### src/rtl/reg_xfer_pkg.sv
// Shared encodings for the register-block transfer controller: command opcodes,
// controller states and default bus widths.
package reg_xfer_pkg;

   localparam int DATA_W_DEF = 8;
   localparam int ADDR_W_DEF = 3;

   typedef enum logic [1:0] {
      OP_LDI  = 2'd0,
      OP_MOV  = 2'd1,
      OP_RD   = 2'd2,
      OP_SWAP = 2'd3
   } op_e;

   typedef enum logic [2:0] {
      IDLE = 3'd0,
      RD1  = 3'd1,
      RD2  = 3'd2,
      WR1  = 3'd3,
      WR2  = 3'd4,
      RSP  = 3'd5
   } state_e;

endpackage

### src/rtl/reg_xfer_ctrl.sv
// Command-driven initiator for the 8x8 register block: sequences read/write port
// accesses for LDI, MOV, RD and SWAP. All rf_*/rsp_* outputs are Moore decodes.
module reg_xfer_ctrl
   import reg_xfer_pkg::*;
#(
   parameter int DATA_W = DATA_W_DEF,
   parameter int ADDR_W = ADDR_W_DEF
) (
   input  logic              clk,
   input  logic              rst_n,
   input  logic              cmd_valid,
   output logic              cmd_ready,
   input  logic [1:0]        cmd_op,
   input  logic [ADDR_W-1:0] cmd_src,
   input  logic [ADDR_W-1:0] cmd_dst,
   input  logic [DATA_W-1:0] cmd_imm,
   output logic              rsp_valid,
   input  logic              rsp_ready,
   output logic [DATA_W-1:0] rsp_data,
   output logic              busy,
   output logic              rf_oe,
   output logic [ADDR_W-1:0] rf_oaddr,
   input  logic [DATA_W-1:0] rf_odata,
   output logic              rf_we,
   output logic [ADDR_W-1:0] rf_iaddr,
   output logic [DATA_W-1:0] rf_idata
);

   state_e            state_q, state_d;
   op_e               op_q;
   logic [ADDR_W-1:0] src_q, dst_q;
   logic [DATA_W-1:0] imm_q, tmp_a, tmp_b;
   logic              accept;

   assign cmd_ready = (state_q == IDLE);
   assign busy      = ~cmd_ready;
   assign accept    = cmd_valid & cmd_ready;

   always_ff @(posedge clk or negedge rst_n) begin
      if (!rst_n) begin
         state_q <= IDLE;
         op_q    <= OP_LDI;
         src_q   <= '0;
         dst_q   <= '0;
         imm_q   <= '0;
         tmp_a   <= '0;
         tmp_b   <= '0;
      end else begin
         state_q <= state_d;
         if (accept) begin
            op_q  <= op_e'(cmd_op);
            src_q <= cmd_src;
            dst_q <= cmd_dst;
            imm_q <= cmd_imm;
         end
         // Register block read data is valid in the same cycle rf_oe is driven.
         if (state_q == RD1) tmp_a <= rf_odata;
         if (state_q == RD2) tmp_b <= rf_odata;
      end
   end

   always_comb begin
      state_d   = state_q;
      rf_oe     = 1'b0;
      rf_oaddr  = '0;
      rf_we     = 1'b0;
      rf_iaddr  = '0;
      rf_idata  = '0;
      rsp_valid = 1'b0;
      rsp_data  = '0;
      case (state_q)
         IDLE: begin
            if (cmd_valid) state_d = (op_e'(cmd_op) == OP_LDI) ? WR1 : RD1;
         end
         RD1: begin
            rf_oe    = 1'b1;
            rf_oaddr = src_q;
            if (op_q == OP_RD)        state_d = RSP;
            else if (op_q == OP_SWAP) state_d = RD2;
            else                      state_d = WR1;
         end
         RD2: begin
            rf_oe    = 1'b1;
            rf_oaddr = dst_q;
            state_d  = WR1;
         end
         WR1: begin
            rf_we    = 1'b1;
            rf_iaddr = dst_q;
            rf_idata = (op_q == OP_LDI) ? imm_q : tmp_a;
            state_d  = (op_q == OP_SWAP) ? WR2 : IDLE;
         end
         WR2: begin
            rf_we    = 1'b1;
            rf_iaddr = src_q;
            rf_idata = tmp_b;
            state_d  = IDLE;
         end
         RSP: begin
            rsp_valid = 1'b1;
            rsp_data  = tmp_a;
            if (rsp_ready) state_d = IDLE;
         end
         default: state_d = IDLE;
      endcase
   end

endmodule

### config.mk
export PLATFORM = sky130hd
export DESIGN_NAME = reg_xfer_ctrl
export DESIGN_NICKNAME = d
export VERILOG_FILES = /design/src/rtl/reg_xfer_pkg.sv /design/src/rtl/reg_xfer_ctrl.sv
export SDC_FILE = /design/constraint.sdc
export NUM_CORES = 1
export LEC_CHECK = 0
export CAP_MARGIN = 20
export CORE_MARGIN = 2
export CORE_UTILIZATION = 45
export CTS_CLUSTER_DIAMETER = 50
export DETAILED_ROUTE_END_ITERATION = 10
export GPL_TIMING_DRIVEN = 0
export PLACE_DENSITY = 0.78
export SYNTH_ARGS = -nofsm -noshare
export SYNTH_HDL_FRONTEND = slang
export SYNTH_SLANG_ARGS = --single-unit
### constraint.sdc
create_clock -name clk -period 2.3 [get_ports clk]
set_clock_uncertainty 0.1 [all_clocks]
set_input_delay 0.46 -clock clk [delete_from_list [all_inputs] [get_ports clk]]
set_output_delay 0.46 -clock clk [all_outputs]
set_load 0.005 [all_outputs]
==> flow_metrics.py, run 1 <==
metrics = {
    "job": {
        "maxCapViolCount": 0,
    },
    "drt": {
        "first_iter_violations": 168,
        "viasPerCell": 5.63,
        "ant_nets": 0,
        "wire_per_inst_um": 22.0,
        "drc": 0,
        "drt-total-wl_um": 6140,
        "drtPass1Iterations": 4,
        "dr_total_vias": 1571,
    },
    "worst_setup_path": {
        "crit_type": "reg2out",
        "cp_cell_sequence": "buf_6 -> nand2_2 -> nor2_4 -> or2_2 -> clkdlybuf4s50_1",
        "crit_slowest_cell": "clkdlybuf4s50_1",
        "critPathLaunchType": "flip-flop",
        "critPathMaxFanout": 7,
        "max_stage_delay_ps": 450,
        "path_buf_inv": 2,
        "required_ps": 1740,
        "end_kind": "output port",
        "crit_arrival_ps": 1760,
        "cpLargestDelayFamily": "buffers and inverters",
    },
    "clock_tree": {
        "cts.clk_slew.worst_paths_ps": 80,
        "clock_path_buffers": 2,
        "clock-sinks": 35,
        "clkLatencyLatePin_ps": 300,
        "cts-root-buf": "clkbuf_8",
        "cts_tree": "done",
        "htreeDepth": 2,
        "numCtsBuffers": 5,
    },
    "power_and_ir_drop": {
        "power_leakage_uw": 0.00132,
        "ir_drop_mv": 0.640,
        "p_per_area_mw_per_mm2": 1540,
    },
    "logic_synthesis": {
        "synth_top_area_frac": 0.493,
        "yosysWarnings": 0,
        "synth_top_area_cell": "dfrtp_1",
        "syn_nets": 173,
        "synth_cell_type_count": 31,
        "postSynthAreaPerCell_um2": 12.3,
        "synth_edf_count": 0,
        "synth-main-ff-cell": "dfrtp_1",
        "async_flop_share": 1.00,
        "ys_seq_area_frac": 0.493,
        "syn-instance-count": 145,
        "synth_area_mm2": 0.00178,
        "synth.ff_latch_count": 35,
        "synth_area_leaders": "dfrtp_1 49%, mux2_2 14%, mux2_4 7.6%",
    },
    "timing": {
        "tightestPinTransition_ps": 750,
        "drv_slew": 0,
        "setup_viol": 1,
        "hold_violations": 0,
        "final.min_clock_period_ps": 2320,
        "whs_ps": 118,
        "tns_ps": -15.9,
        "setup_ws_ps": -15.9,
        "grt_setup_unrepaired": "true",
        "maxSlewHeadroom": 0.500,
        "max_freq_mhz": 432,
        "period_share": 1.01,
    },
    "floorplan": {
        "die_x_um": 66.8,
        "die_area_mm2": 0.00447,
        "die_height_um": 66.8,
        "initial_core_util": 0.478,
        "coreArea_mm2": 0.00372,
        "num_io_pins": 55,
        "rows": 22,
    },
    "cells_and_area": {
        "num-nets-final": 258,
        "final_layout_size_suffix_gt1_frac": 0.455,
        "antenna_cells": 0,
        "fin_area_mm2": 0.00273,
        "area_delta_synth_final_pct": 53.9,
    },
    "status": {
        "outcome": "finished, violations left",
        "failed_checks": "setup timing",
    },
    "grt": {
        "grt_util_all_layers": 0.269,
        "grt_antenna_before_repair": 0,
        "grt_max_degree": 36,
        "grt.overflow.total": 0,
        "grt_pass1_vias": 1599,
        "grt_first_pass_wirelength_um": 8250,
    },
    "worst_hold_path": {
        "min_path_type": "in2async",
    },
    "placement": {
        "place_area_mm2": 0.00237,
        "hpwl_um": 3360,
        "gp_congestion": 0.885,
        "io_buffers": 54,
    },
}
## cell usage in the layout, fill, tap and decap left out, types with 3 or more instances in the layout
master	count
a22o_1	6
and3_1	8
buf_4	22
buf_6	5
buf_8	3
clkbuf_2	16
clkbuf_8	8
clkdlybuf4s50_1	27
dfrtp_1	35
dlygate4sd2_1	6
dlymetal6s2s_1	3
mux2_2	22
mux2_4	9
mux2i_1	8
nand2_1	10
o21ai_1	7
## per-stage QoR
step / util / instances / worst slack, ps / total power [uW]
final: 0.736 / 279 / -15.9 / 4210
after global routing: 0.736 / 279 / -80.9 / 4400
after CTS: 0.721 / 267 / -136 / 3890
after detailed placement: 0.638 / 247 / -440 / 2960
after global placement: 0.640 / 247 / -303 / 2870
after floorplan: - / 145 / 460 / 2240
## layout make-up
cell class | count | area, um^2
fill | 241 | 982
sequential | 35 | 876
clock buffer | 6 | 82.6
timing repair buffer | 79 | 671
clock inverter | 2 | 35.0
inverter | 2 | 7.51
buffer | 10 | 129
tap | 48 | 60.1
multi-input combinational | 97 | 873
## repair_timing
item | CTS | global route
buffers inserted | 12 | 12
pin swaps | 2 | 3
gates resized for setup | 57 | 43
setup endpoints to repair | 26 | 17
cloned | 1 | 0
hold buffers | 0 | 0
## worst reg2reg max path: cells and delay by family (launching register included)
family | cells | cell delay [ps]
flip-flops | 1 | 400
multiplexers | 1 | 320
buffers and inverters | 6 | 770
AND/OR/NAND/NOR | 2 | 480
## cells by family after synthesis
logic type             count (synthesis)  synth area share
AND/OR/NAND/NOR                       37             0.118
flip-flops                            35             0.493
AO/OA/AOI/OAI                         20            0.0740
XOR/XNOR                               1           0.00493
buffers and inverters                 13            0.0500
multiplexers                          39             0.261
## where the power goes
part / switching, uW / total, uW / leakage [uW] / internal [uW]
sequential: 248 / 1190 / 0.000415 / 940
combinational: 1040 / 2440 / 0.000848 / 1400
clock: 233 / 583 / 0.0000612 / 351
## flip-flops by register name, indices dropped and copies added (netlist names)
signal,cells
op_q,2
state_q,3
tmp_a,8
imm_q,8
src_q,3
dst_q,3
tmp_b,8
## metal layers
layer,GRT usage,vias up,part of all wire
li1,-,683,-
met1,0.291,776,0.36
met2,0.456,81,0.52
met3,0.0625,31,0.066
met4,0.194,0,0.059
met5,0,-,0
## path summary, 6_finish.rpt
kind	slack [ps]	cells after the start	endpoint	from
min in group clk	410	1	tmp_b[7]	tmp_b[7]
setup reg to reg	110	9	dst_q[0]	state_q[1]
max in group asynchronous	1490	1	imm_q[5]	rst_n
setup / recovery	-20	5	rf_we	state_q[1]
hold / removal	120	1	op_q[0]	rst_n
hold reg to reg	410	1	tmp_b[7]	tmp_b[7]
## synthesized netlist by cell type (all sizes together), types with 2 or more instances
| cell | n |
|---|---|
| a22o | 6 |
| and2 | 2 |
| and3 | 8 |
| buf | 7 |
| clkbuf | 4 |
| dfrtp | 35 |
| inv | 2 |
| mux2 | 31 |
| mux2i | 8 |
| nand2 | 11 |
| nor2 | 3 |
| nor2b | 2 |
| nor3b | 3 |
| o21ai | 10 |
| or2 | 3 |
No activity file was read; power rests on OpenSTA's default activity.
==> run 2: changes to the inputs <==
CORE_MARGIN = not set   (was 2)
clock period = 2.9 ns   (was 2.3 ns; I/O delays follow)
==> flow_metrics.py, run 2 (synthesis gave the netlist of run 1 again) <==
metrics = {
    "status": {
        "outcome": "finished, final reports clean",
    },
    "job": {
        "maxCapViolCount": 0,
    },
    "clock_tree": {
        "clock-sinks": 35,
        "cts-root-buf": "clkbuf_8",
        "clkLatencyLatePin_ps": 290,
        "clock_path_buffers": 2,
        "numCtsBuffers": 5,
        "cts.clk_slew.worst_paths_ps": 70,
        "htreeDepth": 2,
        "cts_tree": "done",
        "cts_setup_buffers": 0,
        "cts_hold_buffers": 0,
    },
    "drt": {
        "wire_per_inst_um": 17.1,
        "first_iter_violations": 74,
        "viasPerCell": 5.33,
        "drc": 0,
        "dr_total_vias": 1353,
        "drtPass1Iterations": 4,
        "ant_nets": 0,
        "drt-total-wl_um": 4330,
    },
    "worst_hold_path": {
        "min_path_type": "in2async",
    },
    "cells_and_area": {
        "final_common_cell": "clkdlybuf4s50_1",
        "num-nets-final": 233,
        "final_cells": 254,
        "fin_area_mm2": 0.00251,
        "area_delta_synth_final_pct": 41.4,
        "antenna_cells": 0,
        "final_cell_mix": "53 x clkdlybuf4s50_1, 35 x dfrtp_1, 22 x mux2_2",
        "post-route-util": 0.676,
        "final_layout_size_suffix_gt1_frac": 0.291,
        "reg.largest.list": "imm_q: 8 flops, tmp_a: 8 flops, tmp_b: 8 flops",
    },
    "floorplan": {
        "die_area_mm2": 0.00420,
        "num_io_pins": 55,
        "initial_core_util": 0.478,
        "coreArea_mm2": 0.00372,
        "die_x_um": 64.8,
        "die_height_um": 64.8,
        "rows": 22,
    },
    "grt": {
        "grt.overflow.total": 0,
        "grt_pass1_vias": 1396,
        "grt_util_all_layers": 0.226,
        "grt_first_pass_wirelength_um": 6930,
        "grt_antenna_before_repair": 0,
        "grt_max_degree": 36,
    },
    "power_and_ir_drop": {
        "p_per_area_mw_per_mm2": 1100,
        "ir_drop_mv": 0.456,
        "power_leakage_uw": 0.00107,
    },
    "placement": {
        "place_area_mm2": 0.00237,
        "place_ws_ps": 178,
        "gp_congestion": 0.913,
        "place_inst": 247,
        "io_buffers": 54,
        "hpwl_um": 3050,
    },
    "timing": {
        "hold_violations": 0,
        "tightestPinTransition_ps": 759,
        "period_share": 0.962,
        "maxSlewHeadroom": 0.494,
        "drv_slew": 0,
        "setup_ws_ps": 110,
        "max_freq_mhz": 358,
        "final.min_clock_period_ps": 2790,
        "setup_viol": 0,
    },
    "worst_setup_path": {
        "crit_arrival_ps": 2110,
        "required_ps": 2220,
        "crit_type": "reg2out",
        "startpoint": "state_q[2]",
        "critPathLaunchType": "flip-flop",
        "worstReg2RegEnd": "imm_q[7]",
        "endpoint": "rf_oaddr[2]",
        "reg2reg_depth": 7,
        "r2r-start": "state_q[1]",
        "critPathMaxFanout": 10,
        "end_kind": "output port",
        "regToRegSetupSlack_ps": 970,
    },
}
## run 2: changes by cell type in the layout (fill, tap and decap cells not counted), moves of 3 or more
cell	before	now
buf_6	5	1
dlymetal6s2s_1	3	0
clkbuf_2	16	1
clkdlybuf4s50_1	27	53
buf_4	22	3
o21ai_0	2	7
dlygate4sd2_1	6	0
o21ai_1	7	3
## run 2: layer usage
metal  global-route usage  wire, um  vias up
met4                0.136        93        0
met2                0.345      2130       43
met1                0.292      1890      663
met3               0.0493       220       10
met5                    0         0        -
li1                     -         -      637
## run 2: worst max-delay path, cell delays in order (launching register included)
cell and delay [ps]:
dfrtp_1 420, buf_2 200, nor3b_2 280, buf_4 250
a22o_1 160, clkdlybuf4s50_1 490
## run 2: worst min-delay path by stage
stage / to / from / slack, ps
floorplan: dst_q[0] / rst_n / 180
global placement: tmp_b[1] / tmp_b[1] / 390
detailed placement: imm_q[5] / imm_q[5] / 400
CTS: src_q[0] / rst_n / 280
global route: dst_q[0] / rst_n / 300
finish: dst_q[0] / rst_n / 250
## run 2: final cells by class
type                    count  area (um^2)
fillers                   295         1200
plain buffers              10         87.6
clock buffers               8          100
flip-flops and latches     35          876
repair buffers             54          536
well taps                  48         60.1
multi-input cells          97          846
inverters                   2         7.51
## run 2: stage by stage
stage	hold WS, ps	total power [uW]	setup TNS (ps)
detailed placement	401	2330	0
global placement	392	2270	0
finish	251	2780	0
global route	305	2950	-54.2
CTS	276	2740	0
floorplan	184	1770	0
## run 2: repair_timing
item                       in CTS  in global routing
setup endpoints to repair      14                 19
pin swaps                       0                  0
gates resized for setup         6                 14
## run 2: where the power goes
group | internal [uW] | switching, uW
logic | 894 | 573
clock network | 216 | 167
registers | 746 | 179
total | 1860 | 919
==> run 3: changes to the inputs <==
ABC_AREA = 0   (was not set)
==> results of run 3 <==
The final DEF is identical to that of run 2; final timing and power are the same.
